==> src/rtl/sram_arbiter.sv <==
// Two-requester arbiter and sequencer in front of a single-port SRAM.
// Requester 0 is the core, requester 1 is the host/debug loader. A granted
// command is latched, driven onto the SRAM pins for exactly one cycle, and for
// reads the SRAM data is returned to the owner after RD_LAT cycles.
module sram_arbiter #(
  parameter int unsigned ADDR_WIDTH = 8,
  parameter int unsigned DATA_WIDTH = 8,
  parameter int unsigned RD_LAT     = 1   // legal range 1..4
) (
  input  logic                  clk,
  input  logic                  arst,
  // Core port (requester 0)
  input  logic                  req0,
  input  logic                  we0,
  input  logic [ADDR_WIDTH-1:0] addr0,
  input  logic [DATA_WIDTH-1:0] wdata0,
  output logic                  gnt0,
  output logic                  rvalid0,
  output logic [DATA_WIDTH-1:0] rdata0,
  // Host port (requester 1)
  input  logic                  req1,
  input  logic                  we1,
  input  logic [ADDR_WIDTH-1:0] addr1,
  input  logic [DATA_WIDTH-1:0] wdata1,
  output logic                  gnt1,
  output logic                  rvalid1,
  output logic [DATA_WIDTH-1:0] rdata1,
  // SRAM pins
  output logic                  sram_write_en,
  output logic [ADDR_WIDTH-1:0] sram_addr,
  output logic [DATA_WIDTH-1:0] sram_data_out,
  input  logic [DATA_WIDTH-1:0] sram_data_in,
  // Status
  output logic                  busy,
  output logic                  owner
);

  // Wait counter is wide enough for the maximum legal latency of 4.
  localparam logic [2:0] LatInit = 3'(RD_LAT);

  typedef enum logic [1:0] {
    StIdle,
    StIssue,
    StWait
  } state_e;

  state_e                r_state;
  state_e                w_state_d;
  logic                  r_we;
  logic                  r_owner;
  logic                  r_prio;     // requester that wins the next tie
  logic [2:0]            r_cnt;
  logic [ADDR_WIDTH-1:0] r_addr;
  logic [DATA_WIDTH-1:0] r_wdata;
  logic [DATA_WIDTH-1:0] r_rdata0;
  logic [DATA_WIDTH-1:0] r_rdata1;
  logic                  r_rvalid0;
  logic                  r_rvalid1;

  logic                  w_accept;   // IDLE edge that latches a new command
  logic                  w_winner;
  logic                  w_capture;  // last WAIT edge: SRAM read data is valid
  logic                  w_issue;
  logic                  w_wait;

  assign w_issue   = (r_state == StIssue);
  assign w_wait    = (r_state == StWait);
  assign w_accept  = (r_state == StIdle) && (req0 || req1);
  assign w_capture = w_wait && (r_cnt == 3'd1);

  // Tie goes to the requester not granted last; a lone request always wins.
  assign w_winner = (req0 && req1) ? r_prio : req1;

  // Next-state logic for the IDLE -> ISSUE -> (WAIT) -> IDLE sequence.
  always_comb begin
    w_state_d = r_state;
    unique case (r_state)
      StIdle:  if (req0 || req1) w_state_d = StIssue;
      StIssue: w_state_d = r_we ? StIdle : StWait;
      StWait:  if (r_cnt == 3'd1) w_state_d = StIdle;
      default: w_state_d = StIdle;
    endcase
  end

  // State register.
  always_ff @(posedge clk or posedge arst) begin
    if (arst) begin
      r_state <= StIdle;
    end else begin
      r_state <= w_state_d;
    end
  end

  // Latch the winner's command; the address/data registers drive the SRAM pins
  // directly and so hold their value outside ISSUE.
  always_ff @(posedge clk or posedge arst) begin
    if (arst) begin
      r_we    <= 1'b0;
      r_owner <= 1'b0;
      r_prio  <= 1'b0;
      r_addr  <= '0;
      r_wdata <= '0;
    end else if (w_accept) begin
      r_owner <= w_winner;
      r_prio  <= ~w_winner;
      if (w_winner) begin
        r_we    <= we1;
        r_addr  <= addr1;
        r_wdata <= wdata1;
      end else begin
        r_we    <= we0;
        r_addr  <= addr0;
        r_wdata <= wdata0;
      end
    end
  end

  // Read latency counter: loaded when a read leaves ISSUE, counts down in WAIT.
  always_ff @(posedge clk or posedge arst) begin
    if (arst) begin
      r_cnt <= 3'd0;
    end else if (w_issue && !r_we) begin
      r_cnt <= LatInit;
    end else if (w_wait) begin
      r_cnt <= r_cnt - 3'd1;
    end
  end

  // Capture read data into the owner's register only; the other port's data is
  // left untouched.
  always_ff @(posedge clk or posedge arst) begin
    if (arst) begin
      r_rdata0 <= '0;
      r_rdata1 <= '0;
    end else if (w_capture) begin
      if (r_owner) begin
        r_rdata1 <= sram_data_in;
      end else begin
        r_rdata0 <= sram_data_in;
      end
    end
  end

  // One-cycle read-valid pulse to the owner, coincident with the return to IDLE.
  always_ff @(posedge clk or posedge arst) begin
    if (arst) begin
      r_rvalid0 <= 1'b0;
      r_rvalid1 <= 1'b0;
    end else begin
      r_rvalid0 <= w_capture && !r_owner;
      r_rvalid1 <= w_capture &&  r_owner;
    end
  end

  // Grants and the write strobe decode from state so they fall with arst.
  assign gnt0          = w_issue && !r_owner;
  assign gnt1          = w_issue &&  r_owner;
  assign sram_write_en = w_issue && r_we;
  assign sram_addr     = r_addr;
  assign sram_data_out = r_wdata;
  assign rvalid0       = r_rvalid0;
  assign rvalid1       = r_rvalid1;
  assign rdata0        = r_rdata0;
  assign rdata1        = r_rdata1;
  assign busy          = (r_state != StIdle);
  assign owner         = r_owner;

  // Design-intent checks.
  a_lat_range: assert property (@(posedge clk) (RD_LAT >= 1) && (RD_LAT <= 4));
  a_gnt_onehot: assert property (@(posedge clk) disable iff (arst) !(gnt0 && gnt1));
  a_rvalid_onehot: assert property (@(posedge clk) disable iff (arst) !(rvalid0 && rvalid1));
  a_issue_once: assert property (@(posedge clk) disable iff (arst) w_issue |=> !w_issue);

endmodule
==> config.mk <==
export PLATFORM = sky130hd
export DESIGN_NAME = sram_arbiter
export DESIGN_NICKNAME = d
export VERILOG_FILES = /design/src/rtl/sram_arbiter.sv
export SDC_FILE = /design/constraint.sdc
export NUM_CORES = 1
export LEC_CHECK = 0
export ABC_AREA = 0
export CORE_ASPECT_RATIO = 0.7
export CORE_MARGIN = 2
export CORE_UTILIZATION = 61
export DETAILED_ROUTE_END_ITERATION = 10
export DONT_BUFFER_PORTS = 1
export PLACE_DENSITY = 0.74
export SLEW_MARGIN = 0
export SYNTH_ARGS = -nofsm -noshare
export SYNTH_HDL_FRONTEND = slang
export SYNTH_SLANG_ARGS = --single-unit
export TNS_END_PERCENT = 50
==> constraint.sdc <==
create_clock -name clk -period 1.8 [get_ports clk]
set_input_delay 0.09 -clock clk [delete_from_list [all_inputs] [get_ports clk]]
set_output_delay 0.09 -clock clk [all_outputs]
set_load 0.01 [all_outputs]
==> qor.csv, run 1 <==
stage;metric;value;unit
status;status;completed;
die;Core Box Area;2823;um2
pwr;Static Leakage;1.074;nW
critical_path;delay of the slowest critical-path stage;0.39;ns
global_route;total grt overflow;0;
place;post-DP HPWL;2.792;mm
critical_path;Cell Chain, Critical Path;inv_1 > ha_1 > nor2b_1 > and3_2 > mux2_1;
sta;RSZ-0062 raised after global routing;false;
logic_synthesis;Compound-Gate Fraction of Synth Area;21.68;%
logic_synthesis;area leader, netlist;dfrtp_1;
place;Port-buffer cells;0;
die;FP Rows;16;
logic_synthesis;largest family of logic cells by synthesized area;compound AO/OA/AOI/OAI gates;
logic_synthesis;Post-synth EDFFs;0;
clocking;total clock buffers created by CTS;5;
global_route;vias in the first global route;1442;
sta;Setup TNS Final;0;ns
sta;Worst-Margin Slew;1.178;ns
pwr;Worst IR Drop VDD;1.105;mV
die;die width;69.57;um
logic_synthesis;Synth Area in Simple Gates;4.840;%
global_route;antenna violations before repair;0;
critical_path;Critical Path Source Type;register;
drt;initial DRC count;90;
sta;Final period util;90.52;%
cells_and_area;layout cell share with drive strength beyond 1;16.67;%
critical_path;worst-path fanout max;9;
logic_synthesis;Seq/Total Area, Yosys;57.26;%
clocking;depth of the CTS H-tree;2;
die;Initial Util;65.03;%
critical_path;CP Class;reg2reg;
logic_synthesis;most numerous cell in the Yosys netlist;dfrtp_1;
clocking;CTS root buf;clkbuf_8;
global_route;largest net degree at the start of global routing;25;
logic_synthesis;Post-Synth XOR/XNOR Area;0;%
sta;Worst slew margin;21.16;%
sta;post-layout min period;1.629;ns
clocking;clock-pin transition on the worst setup and hold timing paths;0.09;ns
sta;final setup vio count;0;
logic_synthesis;Synth Instances;137;
drt;per-cell routed wire length;20.76;um
logic_synthesis;largest cells by area after synthesis;dfrtp_1 (57%), a221o_1 (7.1%), o21a_1 (7.0%);
logic_synthesis;asr flop ratio synth;100.0;%
global_route;global-route usage over all layers;28.34;%
cells_and_area;P&R area growth vs syn;30.40;%
drt;DRC viols;0;
drt;final wirelength;4.609;mm
logic_synthesis;Mapped Area;1836;um2
clocking;clock latency on the worst-skew pair;0.30;ns
logic_synthesis;mux cell area share after synthesis;9.816;%
drt;Initial DRT Pass Iterations;4;
cells_and_area;post-route insts no fill;222;
sta;Final Hold Fails;0;
clocking;CTS Sinks;42;
logic_synthesis;Yosys reg bits;42;
global_route;first-pass GRT wire length;7.438;mm
drt;DR vias;1379;
logic_synthesis;Adder-Cell Fraction of Synth Area;1.363;%
critical_path;slowest stage cell on the critical path;dfrtp_1;
cells_and_area;Ant. Diodes;0;
drt;Routed Antenna Nets;0;
critical_path;Worst Path Arrival;1.81;ns
logic_synthesis;Synthesized Nets;185;
clocking;CTS tree;built;
logic_synthesis;commonest cells in the netlist;dfrtp_1 (42), o21a_1 (17), a221o_1 (13), inv_1 (9);
cells_and_area;FILL cells;115;
critical_path;Crit. End Element;register;
die;Top-Level Pins;85;
run;Max Cap Viol;0;
pwr;P per Cell Area;1618;nW/um2
cells_and_area;# nets final;233;
clocking;Setup Fix Bufs, Post-CTS;0;
place;GPL Wtd Cong;0.8036;
logic_synthesis;syn avg cell area;13.40;um2
drt;via/cell ratio;6.212;
sta;max-slew violations;0;
logic_synthesis;Synth top area share;57.26;%
place;placed cell count;171;
sta;worst-case clock skew;0.006129;ns
die;Die Y;49.90;um
clocking;Max Root-Sink Buffers;2;
sta;fmax;0.6138;GHz
logic_synthesis;Synth Flop Type;dfrtp_1;
critical_path;Worst Path Required;1.98;ns
logic_synthesis;yosys warns;0;
logic_synthesis;synth unique cells;32;
hold_path;Hold WC Path Type;in2reg;
die;die area;3471;um2
[metal layers]
layer | GRT usage, % | part of all wire (%) | vias to the layer above
met4 | 9.804 | 1.5 | 0
met2 | 47.92 | 51 | 74
met5 | 0 | 0 | -
met1 | 35.22 | 39 | 690
met3 | 8.180 | 8.2 | 9
li1 | - | - | 606
[critical path: cells and delay by family (launching register included)]
family,cells,cell delay (ns)
and+or+nand+nor,2,0.50
DFF,1,0.39
buffers and inverters,1,0.10
muxes,1,0.38
adders and majority gates,1,0.15
[where the power goes]
part / internal [W] / switching (W) / total, W
sequential: 0.00139 / 0.000563 / 0.00195
combinational: 0.000675 / 0.000617 / 0.00129
clock: 0.000280 / 0.000349 / 0.000629
total: 0.00234 / 0.00153 / 0.00387
[flip-flops by register name, summed over array words and instances (netlist names)]
register and flops:
rdata0 8, rvalid1 1, owner 1, sram_data_out 8
rvalid0 1, r_prio 1, r_cnt 3, rdata1 8
r_state 2, r_we 1, sram_addr 8
[per-stage QoR]
step	setup slack, ns	util [%]	hold WS [ns]	total power (W)	instance area [um2]
final	0.1707	84.80	0.02355	0.003873	2394
after global routing	0.09219	84.80	0.01510	0.004094	2394
after CTS	0.05006	84.75	0.003482	0.003819	2392
after global placement	0.1850	66.18	0.1135	0.003024	1868
after detailed placement	0.05831	66.18	0.1271	0.003121	1868
after floorplan	0.2824	-	0.2247	0.002840	1836
[cell type report]
cell class,instances,area (um2),share of cell area (%)
Sequential cell,42,1051,43.91
Multi-Input combinational cell,79,693.2,28.96
Timing Repair Buffer,47,473.0,19.76
Clock buffer,5,68.82,2.875
Clock inverter,3,25.02,1.045
Inverter,10,37.54,1.568
Tap cell,36,45.04,1.882
[cells by family after synthesis]
| group | after synthesis |
|---|---|
| fa+ha+maj | 2 |
| mux | 16 |
| compound gates | 46 |
| simple gates | 15 |
| flops | 42 |
| buf+inv | 16 |
[repair_timing]
action / 4_1_cts / 5_1_grt
endpoints found under the setup margin: 0 / 8
hold buffers: 43 / 0
resized for setup: 0 / 1
endpoints found under the hold margin: 51 / 0
[worst paths after layout]
check,from,to,slack (ns),cells past startpoint
min in group asynchronous,arst,rdata1[2],0.36,2
worst max-delay path,r_cnt[1],rdata0[4],0.17,5
worst min-delay path,req0,r_state[0],0.02,2
max in group asynchronous,arst,rdata0[7],0.85,3
worst max register to register,r_cnt[1],rdata0[4],0.17,5
worst min register to register,r_we,r_state[1],0.53,1
[layout by cell type, fill, tap and decap left out, types with 2 or more instances in the layout]
master,n
or2b_1,2
nand2_1,2
a221o_2,4
o21a_1,17
mux2_1,8
buf_4,3
mux2_2,8
nor2_1,4
a221o_1,13
dfrtp_1,42
ha_1,2
inv_1,9
a21oi_1,4
clkbuf_8,5
dlygate4sd3_1,43
(Power assumes the default switching activity.)
==> run 2: changes to the inputs <==
--- a/config.mk
+++ b/config.mk
@@ -11,6 +11,7 @@
 export CORE_UTILIZATION = 61
 export DETAILED_ROUTE_END_ITERATION = 10
 export DONT_BUFFER_PORTS = 1
+export MAX_ROUTING_LAYER = met4
 export PLACE_DENSITY = 0.74
 export SLEW_MARGIN = 0
 export SYNTH_ARGS = -nofsm -noshare
==> qor.csv, run 2 (synthesized netlist as in run 1, its figures left out) <==
stage;metric;value;unit
critical_path;internal reg-to-reg setup slack;0.17;ns
global_route;total grt overflow;0;
cells_and_area;P&R area growth vs syn;30.40;%
cells_and_area;Layout Utilization;84.80;%
critical_path;worst-path fanout max;19;
drt;Initial DRT Pass Iterations;4;
critical_path;Crit. End Element;register;
die;Top-Level Pins;85;
critical_path;Cell Chain, Critical Path;nor2_2 > inv_2 > a211oi_4 > buf_4 > a221o_2;
sta;final setup vio count;0;
critical_path;reg2reg start;r_state[0];
die;FP Rows;16;
critical_path;CP Class;reg2reg;
place;post-place setup slack;0.05831;ns
die;die width;69.57;um
drt;initial DRC count;88;
drt;per-cell routed wire length;20.94;um
sta;Worst-Margin Slew;1.214;ns
global_route;first-pass GRT wire length;7.445;mm
critical_path;Worst Path Required;1.99;ns
global_route;vias in the first global route;1443;
sta;Worst slew margin;18.80;%
drt;via/cell ratio;6.248;
critical_path;CP Depth;5;
cells_and_area;layout cell share with drive strength beyond 1;16.67;%
place;GPL Wtd Cong;0.8153;
critical_path;Worst Path Arrival;1.82;ns
sta;fmax;0.6120;GHz
pwr;Static Leakage;1.074;nW
pwr;Worst IR Drop VDD;1.101;mV
cells_and_area;Ant. Diodes;0;
place;Port-buffer cells;0;
sta;max-slew violations;0;
cells_and_area;FF/Latch Area;1051;um2
die;Initial Util;65.03;%
critical_path;RR Endpoint;sram_addr[4];
critical_path;slowest stage cell on the critical path;dfrtp_1;
sta;Setup WS post-layout;0.1659;ns
cells_and_area;post-route insts no fill;222;
place;post-DP HPWL;2.792;mm
sta;RSZ-0062 raised after global routing;false;
critical_path;Worst Setup EP;sram_addr[4];
clocking;Max Root-Sink Buffers;2;
die;Core Box Area;2823;um2
clocking;total clock buffers created by CTS;5;
critical_path;crit path launch;r_state[0];
drt;DRC viols;0;
clocking;clock-pin transition on the worst setup and hold timing paths;0.08;ns
cells_and_area;design area;2394;um2
sta;post-layout min period;1.634;ns
sta;worst-case clock skew;0.005305;ns
run;Max Cap Viol;0;
cells_and_area;# nets final;233;
critical_path;worst path bufs/invs;2;
hold_path;Hold WC Path Type;in2reg;
die;Die Y;49.90;um
place;placed cell count;171;
clocking;CTS root buf;clkbuf_8;
drt;DR vias;1387;
cells_and_area;commonest non-fill, non-tap cell in the layout;dlygate4sd3_1;
clocking;CTS tree;built;
drt;Routed Antenna Nets;0;
clocking;Setup Fix Bufs, Post-CTS;0;
global_route;antenna violations before repair;0;
critical_path;Critical Path Source Type;register;
place;placed inst area;1868;um2
sta;Setup TNS Final;0;ns
global_route;largest net degree at the start of global routing;25;
global_route;global-route usage over all layers;29.17;%
clocking;depth of the CTS H-tree;2;
hold_path;WHS Path Cells;2;
sta;Final period util;90.78;%
die;die area;3471;um2
critical_path;worst reg-to-reg path cell count;5;
pwr;P per Cell Area;1621;nW/um2
critical_path;delay of the slowest critical-path stage;0.51;ns
clocking;CTS Sinks;42;
cells_and_area;FILL cells;115;
critical_path;CP top delay family;buffers and inverters;
cells_and_area;Multi-input gate area;693.2;um2
sta;Final Hold Fails;0;
status;status;completed;
drt;final wirelength;4.648;mm
cells_and_area;commonest non-fill, non-tap cells in the layout;dlygate4sd3_1 (43), dfrtp_1 (42), o21a_1 (17);
clocking;clock latency on the worst-skew pair;0.30;ns
[run 2: cell counts in the layout (fill, tap and decap cells not counted)]
No cell type changed its count.
[run 2: metal layers]
metal / vias up / part of all wire (%) / wire (um) / global-route usage (%)
li1: 608 / - / - / -
met1: 698 / 40 / 1855 / 34.95
met2: 73 / 51 / 2361 / 48.08
met3: 8 / 7.6 / 353 / 8.384
met4: 0 / 1.7 / 78 / 9.804
met5: - / 0 / 0 / -
[run 2: worst min path at each step]
stage	slack, ns	end	from
2_1_floorplan	0.22	rdata0[0]	sram_data_in[0]
6_report	0.02	r_state[0]	req0
4_1_cts	0.003	r_state[0]	req0
3_3_place_gp	0.11	rdata0[5]	arst
5_1_grt	0.02	r_state[0]	req0
3_5_place_dp	0.13	rdata1[5]	arst
[run 2: worst reg2reg max path: cells and delay by family, from the launching register on]
| kind | cells | cell delay (ns) |
|---|---|---|
| AOI/OAI and AO/OA | 2 | 0.40 |
| buffers and inverters | 2 | 0.53 |
| DFF | 1 | 0.51 |
| and+or+nand+nor | 1 | 0.10 |
[run 2: cell type report]
type | instances | area share [%]
Clock buffer | 5 | 2.875
Clock inverter | 3 | 1.045
Inverter | 10 | 1.568
Multi-Input combinational cell | 79 | 28.96
Sequential cell | 42 | 43.91
Tap cell | 36 | 1.882
Timing Repair Buffer | 47 | 19.76
[run 2: report_power, final]
group	internal [W]	leakage (nW)	total (W)	switching, W
clock network	0.000280	0.0447	0.000633	0.000353
registers	0.00139	0.514	0.00195	0.000563
logic	0.000675	0.515	0.00129	0.000620
[run 2: through the flow]
stage | power (W) | hold WS [ns]
2_1_floorplan | 0.002840 | 0.2247
3_3_place_gp | 0.003024 | 0.1135
3_5_place_dp | 0.003121 | 0.1271
4_1_cts | 0.003819 | 0.003482
5_1_grt | 0.004096 | 0.01509
6_report | 0.003880 | 0.01848
[run 2: what timing repair did]
action,in CTS,in global routing
endpoints found under the setup margin,0,8
hold buffers,43,0
hold endpoints to repair,51,0
resized for setup,0,1
